## src/rtl/nn_mem_sequencer.sv

```systemverilog
// nn_mem_sequencer: learn/classify sequencer driving the kernel SRAM (KMEM), the dual-port weight SRAM (WMEM)
// and the conv/FC datapath strobes.
//   clk, rst (async, active-low)       : clock and reset
//   learn, classify, cls_done          : commands (sampled in IDLE) and datapath classify completion
//   KMEM_* / WMEM_*                    : SRAM address and active-low CSB/OEB/WEB (WEB held high)
//   k_ld/k_idx, w_ld/w_idx             : datapath load strobes, aligned to RD_LAT-delayed read data
//   cls_start, busy, done, err         : datapath start pulse and sequence status
// Optional macro CLS_TIMEOUT_EN adds a TIMEOUT-cycle watchdog on CLS_RUN.
module nn_mem_sequencer #(
   parameter int NUM_ADDR = 5,
   parameter int KWORDS   = 2,
   parameter int WWORDS   = 2,
   parameter int RD_LAT   = 1,
   parameter int TIMEOUT  = 64
) (
   input  logic                clk,
   input  logic                rst,
   input  logic                learn,
   input  logic                classify,
   input  logic                cls_done,
   output logic [NUM_ADDR-1:0] KMEM_ADD1,
   output logic                KMEM_CSB1,
   output logic                KMEM_OEB1,
   output logic                KMEM_WEB1,
   output logic [NUM_ADDR-1:0] WMEM_ADD1,
   output logic [NUM_ADDR-1:0] WMEM_ADD2,
   output logic                WMEM_CSB1,
   output logic                WMEM_CSB2,
   output logic                WMEM_OEB1,
   output logic                WMEM_OEB2,
   output logic                WMEM_WEB1,
   output logic                WMEM_WEB2,
   output logic                k_ld,
   output logic [NUM_ADDR-1:0] k_idx,
   output logic                w_ld,
   output logic [NUM_ADDR-1:0] w_idx,
   output logic                cls_start,
   output logic                busy,
   output logic                done,
   output logic                err
);
   typedef enum logic [2:0] {IDLE, LRD_K, LRD_W, DRAIN, CLS_RUN, FIN} state_t;

   if (KWORDS < 1 || KWORDS > (1 << NUM_ADDR)) begin : g_bad_kwords
      $error("KWORDS out of range");
   end
   if (WWORDS < 1 || WWORDS > (1 << (NUM_ADDR - 1))) begin : g_bad_wwords
      $error("WWORDS out of range");
   end
   if (RD_LAT < 1 || RD_LAT > 3) begin : g_bad_rd_lat
      $error("RD_LAT out of range");
   end
   if (TIMEOUT < 1) begin : g_bad_timeout
      $error("TIMEOUT out of range");
   end

   state_t              state, state_n;
   logic [31:0]         cnt, cnt_n;
   logic                learned;
   // classify-without-learn is flagged one cycle after sampling so err lands in cycle 1
   logic                err_pend, err_pend_n;
   logic                fin_err, fin_err_n;
   logic                kr, wr, busy_n, done_n, err_n, cs_n;
   logic [NUM_ADDR-1:0] kadd_n, wa1_n, wa2_n;
   // read strobes and indices delayed by the SRAM read latency
   logic [RD_LAT-1:0]   kv, wv;
   logic [NUM_ADDR-1:0] ki [RD_LAT];
   logic [NUM_ADDR-1:0] wi [RD_LAT];

   assign KMEM_WEB1 = 1'b1;
   assign WMEM_WEB1 = 1'b1;
   assign WMEM_WEB2 = 1'b1;

   always_ff @(posedge clk or negedge rst) begin
      if (!rst) begin
         state    <= IDLE;
         cnt      <= '0;
         learned  <= 1'b0;
         err_pend <= 1'b0;
         fin_err  <= 1'b0;
      end else begin
         state    <= state_n;
         cnt      <= cnt_n;
         learned  <= learned | (state == FIN);
         err_pend <= err_pend_n;
         fin_err  <= fin_err_n;
      end
   end

   always_comb begin
      state_n    = state;
      cnt_n      = cnt + 32'd1;
      fin_err_n  = fin_err;
      err_pend_n = 1'b0;
      case (state)
         IDLE: begin
            cnt_n     = '0;
            fin_err_n = 1'b0;
            if (learn) state_n = LRD_K;
            else if (classify && learned) state_n = CLS_RUN;
            else if (classify) err_pend_n = 1'b1;
         end
         LRD_K: if (cnt == 32'(KWORDS - 1)) begin
            state_n = LRD_W;
            cnt_n   = '0;
         end
         LRD_W: if (cnt == 32'(WWORDS - 1)) begin
            state_n = DRAIN;
            cnt_n   = '0;
         end
         DRAIN: if (cnt == 32'(RD_LAT - 1)) state_n = FIN;
         CLS_RUN: begin
`ifdef CLS_TIMEOUT_EN
            // cnt == 0 is the start cycle, whose cls_done is ignored; a late cls_done beats expiry
            if (cnt != '0 && cls_done) state_n = FIN;
            else if (cnt == 32'(TIMEOUT)) begin
               state_n   = FIN;
               fin_err_n = 1'b1;
            end
`else
            cnt_n = 32'd1;
            if (cnt != '0 && cls_done) state_n = FIN;
`endif
         end
         FIN: state_n = IDLE;
         default: state_n = IDLE;
      endcase
   end

   always_comb begin
      kr     = state == LRD_K;
      wr     = state == LRD_W;
      kadd_n = kr ? NUM_ADDR'(cnt) : KMEM_ADD1;
      wa1_n  = wr ? NUM_ADDR'(cnt << 1) : WMEM_ADD1;
      wa2_n  = wr ? NUM_ADDR'((cnt << 1) | 32'd1) : WMEM_ADD2;
      busy_n = state != IDLE;
      done_n = state == FIN && !fin_err;
      err_n  = err_pend || (state == FIN && fin_err);
      cs_n   = state == CLS_RUN && cnt == '0;
   end

   always_ff @(posedge clk or negedge rst) begin
      if (!rst) begin
         KMEM_ADD1 <= '0;
         KMEM_CSB1 <= 1'b1;
         KMEM_OEB1 <= 1'b1;
         WMEM_ADD1 <= '0;
         WMEM_ADD2 <= '0;
         WMEM_CSB1 <= 1'b1;
         WMEM_CSB2 <= 1'b1;
         WMEM_OEB1 <= 1'b1;
         WMEM_OEB2 <= 1'b1;
         busy      <= 1'b0;
         done      <= 1'b0;
         err       <= 1'b0;
         cls_start <= 1'b0;
         k_ld      <= 1'b0;
         k_idx     <= '0;
         w_ld      <= 1'b0;
         w_idx     <= '0;
         kv        <= '0;
         wv        <= '0;
         for (int j = 0; j < RD_LAT; j++) begin
            ki[j] <= '0;
            wi[j] <= '0;
         end
      end else begin
         KMEM_ADD1 <= kadd_n;
         KMEM_CSB1 <= !kr;
         KMEM_OEB1 <= !kr;
         WMEM_ADD1 <= wa1_n;
         WMEM_ADD2 <= wa2_n;
         WMEM_CSB1 <= !wr;
         WMEM_CSB2 <= !wr;
         WMEM_OEB1 <= !wr;
         WMEM_OEB2 <= !wr;
         busy      <= busy_n;
         done      <= done_n;
         err       <= err_n;
         cls_start <= cs_n;
         kv[0]     <= kr;
         wv[0]     <= wr;
         ki[0]     <= kadd_n;
         wi[0]     <= NUM_ADDR'(cnt);
         for (int j = 1; j < RD_LAT; j++) begin
            kv[j] <= kv[j-1];
            wv[j] <= wv[j-1];
            ki[j] <= ki[j-1];
            wi[j] <= wi[j-1];
         end
         k_ld <= kv[RD_LAT-1];
         w_ld <= wv[RD_LAT-1];
         if (kv[RD_LAT-1]) k_idx <= ki[RD_LAT-1];
         if (wv[RD_LAT-1]) w_idx <= wi[RD_LAT-1];
      end
   end
endmodule

```

## config.mk

```make
export PLATFORM = sky130hd
export DESIGN_NAME = nn_mem_sequencer
export DESIGN_NICKNAME = d
export VERILOG_FILES = /design/src/rtl/nn_mem_sequencer.sv
export SDC_FILE = /design/constraint.sdc
export NUM_CORES = 1
export LEC_CHECK = 0
export CORE_MARGIN = 1
export CORE_UTILIZATION = 49
export DETAILED_ROUTE_END_ITERATION = 6
export PLACE_DENSITY = 0.77
export SKIP_LAST_GASP = 1
export SLEW_MARGIN = 30
export SYNTH_ARGS = -nofsm -noshare
export SYNTH_HDL_FRONTEND = slang
export SYNTH_SLANG_ARGS = --single-unit
```

## constraint.sdc

```tcl
create_clock -name clk -period 1.65 [get_ports clk]
set_input_delay 0.33 -clock clk [delete_from_list [all_inputs] [get_ports clk]]
set_output_delay 0.33 -clock clk [all_outputs]
set_load 0.05 [all_outputs]
```

* Word level (Yosys, flattened, before mapping)
Cells that the tools add are included.
** Word-level totals
- Bits in registers :: 76
- Bits of input ports :: 5
- Output and inout bits :: 40
- Word-level logic and storage cells :: 57
** Operators by class
- Add/subtract/negate cells :: 1
- Equality and inequality tests :: 11
- Multiplexer cells :: 13
- Bitwise operators :: 1
- Reduce and logical (&&, ||, !) cells :: 11
** Operator list (number)
- 32-bit case mux with 3 select lines :: 1
- 32-bit by 1-bit adder with 32-bit output, second input constant :: 1
- 32-bit by 1-bit equality test with 1-bit output, second input constant :: 1
- 32-bit logical NOT :: 1
- 32-bit two-way mux :: 1
- 32-bit nonzero test :: 1
- 3-bit two-way mux :: 6
- 3-bit case mux with 5 select lines :: 1
- 3-bit by 2-bit equality test with 1-bit output, second input constant :: 2
- 3-bit equality test, second input constant :: 2
- 5-bit AND reduction :: 1
- 1-bit two-way mux :: 4
- 2-bit by 1-bit != test with 1-bit output, second input constant :: 2
- 2-bit != test, second input constant :: 2
- 3-bit by 1-bit equality test with 1-bit output, second input constant :: 1
- 1-bit logical AND :: 3
- 3-bit logical NOT :: 1
- 3-bit != test, second input constant :: 1
- 3-bit nonzero test :: 1
- 1-bit logical NOT :: 2
- 2-bit OR reduction :: 1
- 1-bit bitwise OR :: 1

* Longest topological paths before layout
- Depth after elaboration :: 4
- Gate-level depth with buffers :: 7

* Worst setup path before layout
OpenSTA, ideal clock, no wires.
- Kind :: flip-flop to flip-flop
- Start point :: reg cnt[11]
- End point :: reg cnt[29]
- Arrival :: 1.687 ns
- Path slack :: -0.171 ns
- Stages on the path, launching flop included :: 7
- Clock period less this slack :: 1.821 ns
- Cells stage by stage :: dfrtp_1 nand4_2 or4_4 buf_6 nor3_4 mux2i_1 nor3_2
** On the way
- Longest elaborated chain between the ends :: 3
- Elaborated cells on any way between the ends :: 4
- Classes of those cells :: add/sub: 1; eq/ne: 1; mux: 2
** RTL lines
- start, declared :: line 58 : logic [31:0] cnt, cnt_n;
- start signal, assigned :: line 83 : cnt <= cnt_n;
- 32-bit by 1-bit adder with 32-bit output or 32-bit by 1-bit equality test with 1-bit output (tied branches) :: line 92, 103, 107
- 32-bit two-way mux :: line 103, 107
- 32-bit case mux with 3 select lines * :: line 95 : case (state)
- net cnt_n[29] :: line 58
The timed path passes the listed nets; every way through them passes the cells marked *.
A chain may end at the register's enable or synchronous reset.

* Worst setup path after layout
- Start point :: reg cnt[13]
- End point :: reg cnt[29]
The elaborated chain is that of the path after synthesis.

==> PnR_summary.wiki <==
{| class="wikitable"
! Metric !! Value
|-
| Sequential Area || 1810 um^2
|-
| Antenna-violating nets left || 0
|-
| Yosys warning count || 0
|-
| Final Hold Viols || 15
|-
| Classification of the worst-slack hold path || primary input to asynchronous set/reset pin
|-
| Final RePlAce weighted congestion || 0.831
|-
| EDFF count, synth || 0
|-
| Area delta synth->final || 32.0%
|-
| Overall global routing resource usage || 0.231
|-
| Vias in the first global route || 2498
|-
| Placement row count || 29
|-
| Number of buffers between clock root and the deepest sink || 2
|-
| Async SR Flop Fraction || 1.00
|-
| Initial core utilization || 0.513
|-
| Final net count || 379
|-
| Kind of start point of the critical path || flip-flop
|-
| Cell count after synthesis || 292
|-
| Total via count after detailed routing || 2473
|-
| Number of iterations in the first detailed-routing pass || 7
|-
| Time the final worst path needs with I/O delays and setup || 1.86 ns
|-
| Synth Area in Adders || 0.0114
|-
| Final Setup Violations || 34
|-
| Die Y-Extent || 84.0 um
|-
| Sequential-to-total area share from yosys stat || 0.548
|-
| Final Routed Wirelength || 7.62 mm
|-
| Global-route wire length before repair || 12.5 mm
|-
| Number of ports placed on the die boundary || 45
|-
| Source of the worst register-to-register timing path || cnt[13]
|-
| Setup slack on the worst flop-to-flop path || -0.21 ns
|-
| Area fraction of the dominant cell type after synthesis || 0.532
|-
| Cell taking the most area after synthesis || dfrtp_1
|-
| Critical Path Fanout Max || 7
|-
| Slew Limit Fails || 0
|-
| Fraction of the mapped netlist area in compound gates || 0.0365
|-
| 1st-iter DRT viols || 178
|-
| Largest cells by area after synthesis || dfrtp_1 53%, mux2_2 5.8%, nor2_1 4.3%, xnor2_1 4.3%, xor2_1 3.5%
|-
| R2r endpoint || cnt[29]
|-
| Drt drc || 6
|-
| Util after Layout || 0.677
|-
| CORE AREA || 6420 um^2
|-
| VDD IR-drop max || 0.958 mV
|-
| Clock insertion delay at the later pin of the skew report || 0.36 ns
|-
| Violated checks || DRC, hold timing, setup timing
|-
| Max-cap violation count || 0
|-
| Post-Place Worst Slack || -0.133 ns
|-
| Area used by multi-input combinational logic || 1430 um^2
|-
| Required time of the worst setup path || 1.90 ns
|-
| Power Density || 1590 nW/um^2
|-
| Buffers on Ports || 40
|-
| Initial antenna violation count || 0
|-
| HPWL Detailed || 4.65 mm
|-
| Pin count of the biggest net entering global routing || 73
|-
| Fin worst setup slack || -0.212 ns
|-
| Fraction of the cycle the final worst path needs || 1.13
|-
| DP Cell Count || 434
|-
| Hold slack || -0.0339 ns
|-
| Post-Synth Simple-Gate Area || 0.201
|-
| Arrival time worst endpoint || 2.12 ns
|-
| Worst setup EP type || flip-flop
|-
| H-tree Lvls || 3
|-
| Clock transition time at the flip-flop clock pins of the worst setup and hold paths || 0.09 ns
|-
| Detail-routed net length per standard cell || 16.8 um
|-
| Final worst clock skew || 0.0130 ns
|-
| Post-Synth XOR/XNOR Area || 0.0771
|-
| Cell variety after synth || 42
|-
| Portion of netlist area occupied by mux cells || 0.0642
|-
| Ratio of routed vias to standard cells || 5.46
|-
| Flip-flop cell with the highest count after synthesis || dfrtp_1
|-
| Overall overflow remaining after global route || 0
|-
| Final cell count without fillers || 453
|-
| Antenna diode instance count || 0
|-
| CTS Root Cell || clkbuf_8
|-
| Total standard cell area after synthesis || 3290 um^2
|-
| TritonCTS Sinks || 72
|-
| Clock tree from TritonCTS || done
|-
| Number of fillers in the final layout || 453
|-
| Setup repair after global routing missed its margin || true
|-
| Share of cells above drive strength 1 || 0.404
|-
| Die span in x || 84.0 um
|-
| Hold-fix buffers at CTS || 0
|-
| Dominant combinational cell family by area after synthesis || simple AND/OR/NAND/NOR gates
|-
| Post-synthesis average cell area || 11.3 um^2
|-
| Number of cells traversed by the worst register-to-register path || 5
|-
| Run status || finished with violations
|-
| Achievable clock frequency || 537 MHz
|-
| #FFs+latches synth || 72
|-
| Static power due to leakage || 2.10 nW
|-
| Die area || 7060 um^2
|-
| Class of the most critical setup path || flip-flop to flip-flop
|-
| Clock buffer count from CTS || 9
|}
## synthesized netlist by cell type (4+ instances only)
library cell,instances
xnor2_1,16
inv_1,10
nor2_1,38
buf_4,12
nand3_1,12
nor4_1,9
buf_6,4
nor3_1,8
mux2_2,17
or2_2,4
o21ai_0,6
dfrtp_1,70
xor2_1,13
nand2_1,16
nand4_1,11
## layer usage
layer / global-route usage / part of all wire / up-vias
met4: 0.122 / 0.027 / 0
met1: 0.298 / 0.42 / 1217
met3: 0.0485 / 0.048 / 18
met5: 0 / 0 / -
li1: - / - / 1146
met2: 0.367 / 0.51 / 92
## area by class of cell
cell class,count,share of cell area
clock buffer,9,0.0285
clock inverter,7,0.0141
inverter,11,0.00949
multi-input combinational,190,0.328
sequential,72,0.415
tap,77,0.0222
timing repair buffer,87,0.182
## through the flow
step                setup TNS [ns]  power, mW  instance area [um^2]  hold WS (ns)
detailed placement           -2.23       5.31                  3980         0.344
CTS                          -2.20       7.02                  4280       0.00446
global route                 -5.85       7.27                  4350       0.00800
floorplan                    -1.36       4.38                  3320        0.0344
global placement             -1.57       5.23                  3980         0.334
finish                       -3.27       6.94                  4350       -0.0339
## power breakdown
| part | internal, mW | switching (mW) | total, mW | leakage, nW |
|---|---|---|---|---|
| Sequential | 2.10 | 0.295 | 2.40 | 0.958 |
| Combinational | 1.29 | 1.93 | 3.22 | 1.06 |
| Clock | 0.573 | 0.742 | 1.31 | 0.0888 |
## state kept, by name, indices dropped and copies added (netlist names)
| register | count |
|---|---|
| state | 3 |
| wv | 1 |
| w_ld | 1 |
| err | 1 |
| WMEM_OEB2 | 1 |
| kv | 1 |
| cls_start | 1 |
| cnt | 32 |
| ki | 5 |
| WMEM_ADD2 | 5 |
| learned | 1 |
| k_ld | 1 |
| KMEM_OEB1 | 1 |
| busy | 1 |
| done | 1 |
| w_idx | 5 |
| err_pend | 1 |
| k_idx | 5 |
| wi | 5 |
## placed cells by master, fill, tap and decap left out, types with 3 or more instances in the layout
master / Yosys / routed
buf_4: 12 / 70
dfrtp_1: 70 / 68
nor2_1: 38 / 37
mux2_2: 17 / 17
nand2_1: 16 / 16
xnor2_1: 16 / 16
xor2_1: 13 / 13
nand3_1: 12 / 12
nand4_1: 11 / 11
inv_1: 10 / 10
clkbuf_8: 0 / 9
buf_12: 0 / 8
nor4_4: 3 / 6
nor3_1: 8 / 6
o21ai_0: 6 / 6
nor4_2: 0 / 4
conb_1: 2 / 4
buf_6: 4 / 4
or2_2: 4 / 3
nor3_4: 1 / 3
a21oi_1: 3 / 3
inv_6: 0 / 3
clkdlybuf4s50_1: 0 / 3
## kinds of logic (layout without fill, tap and decap cells)
kind of cell,after synthesis,in the layout
compound gates,18,18
other cells,2,4
simple gates,117,117
xor+xnor,29,29
mux,19,19
flops,72,72
buf+inv,32,114
fa+ha+maj,3,3
## worst max-delay path: stages, from the launching register on
cell,delay [ns]
dfrtp_1,0.40
nand4_2,0.14
or4_4,0.68
nor3_4,0.21
mux2i_1,0.26
nor3_2,0.06
## timing repair
action	in CTS	in global routing
pin swaps	1	10
cloned	2	0
endpoints found under the setup margin	34	40
gates resized for setup	9	22
setup buffers	2	1
## worst max path at each step
stage          cells after the start  slack (ns)  startpoint       to
5_1_grt                            5       -0.23     cnt[18]  cnt[28]
2_1_floorplan                      6       -0.16     cnt[10]  cnt[29]
3_5_place_dp                       5       -0.13     cnt[11]  cnt[29]
6_report                           5       -0.21     cnt[13]  cnt[29]
3_3_place_gp                       5       -0.08     cnt[11]  cnt[29]
4_1_cts                            5       -0.12     cnt[11]  cnt[29]
No activity file was read; power rests on OpenSTA's default activity.
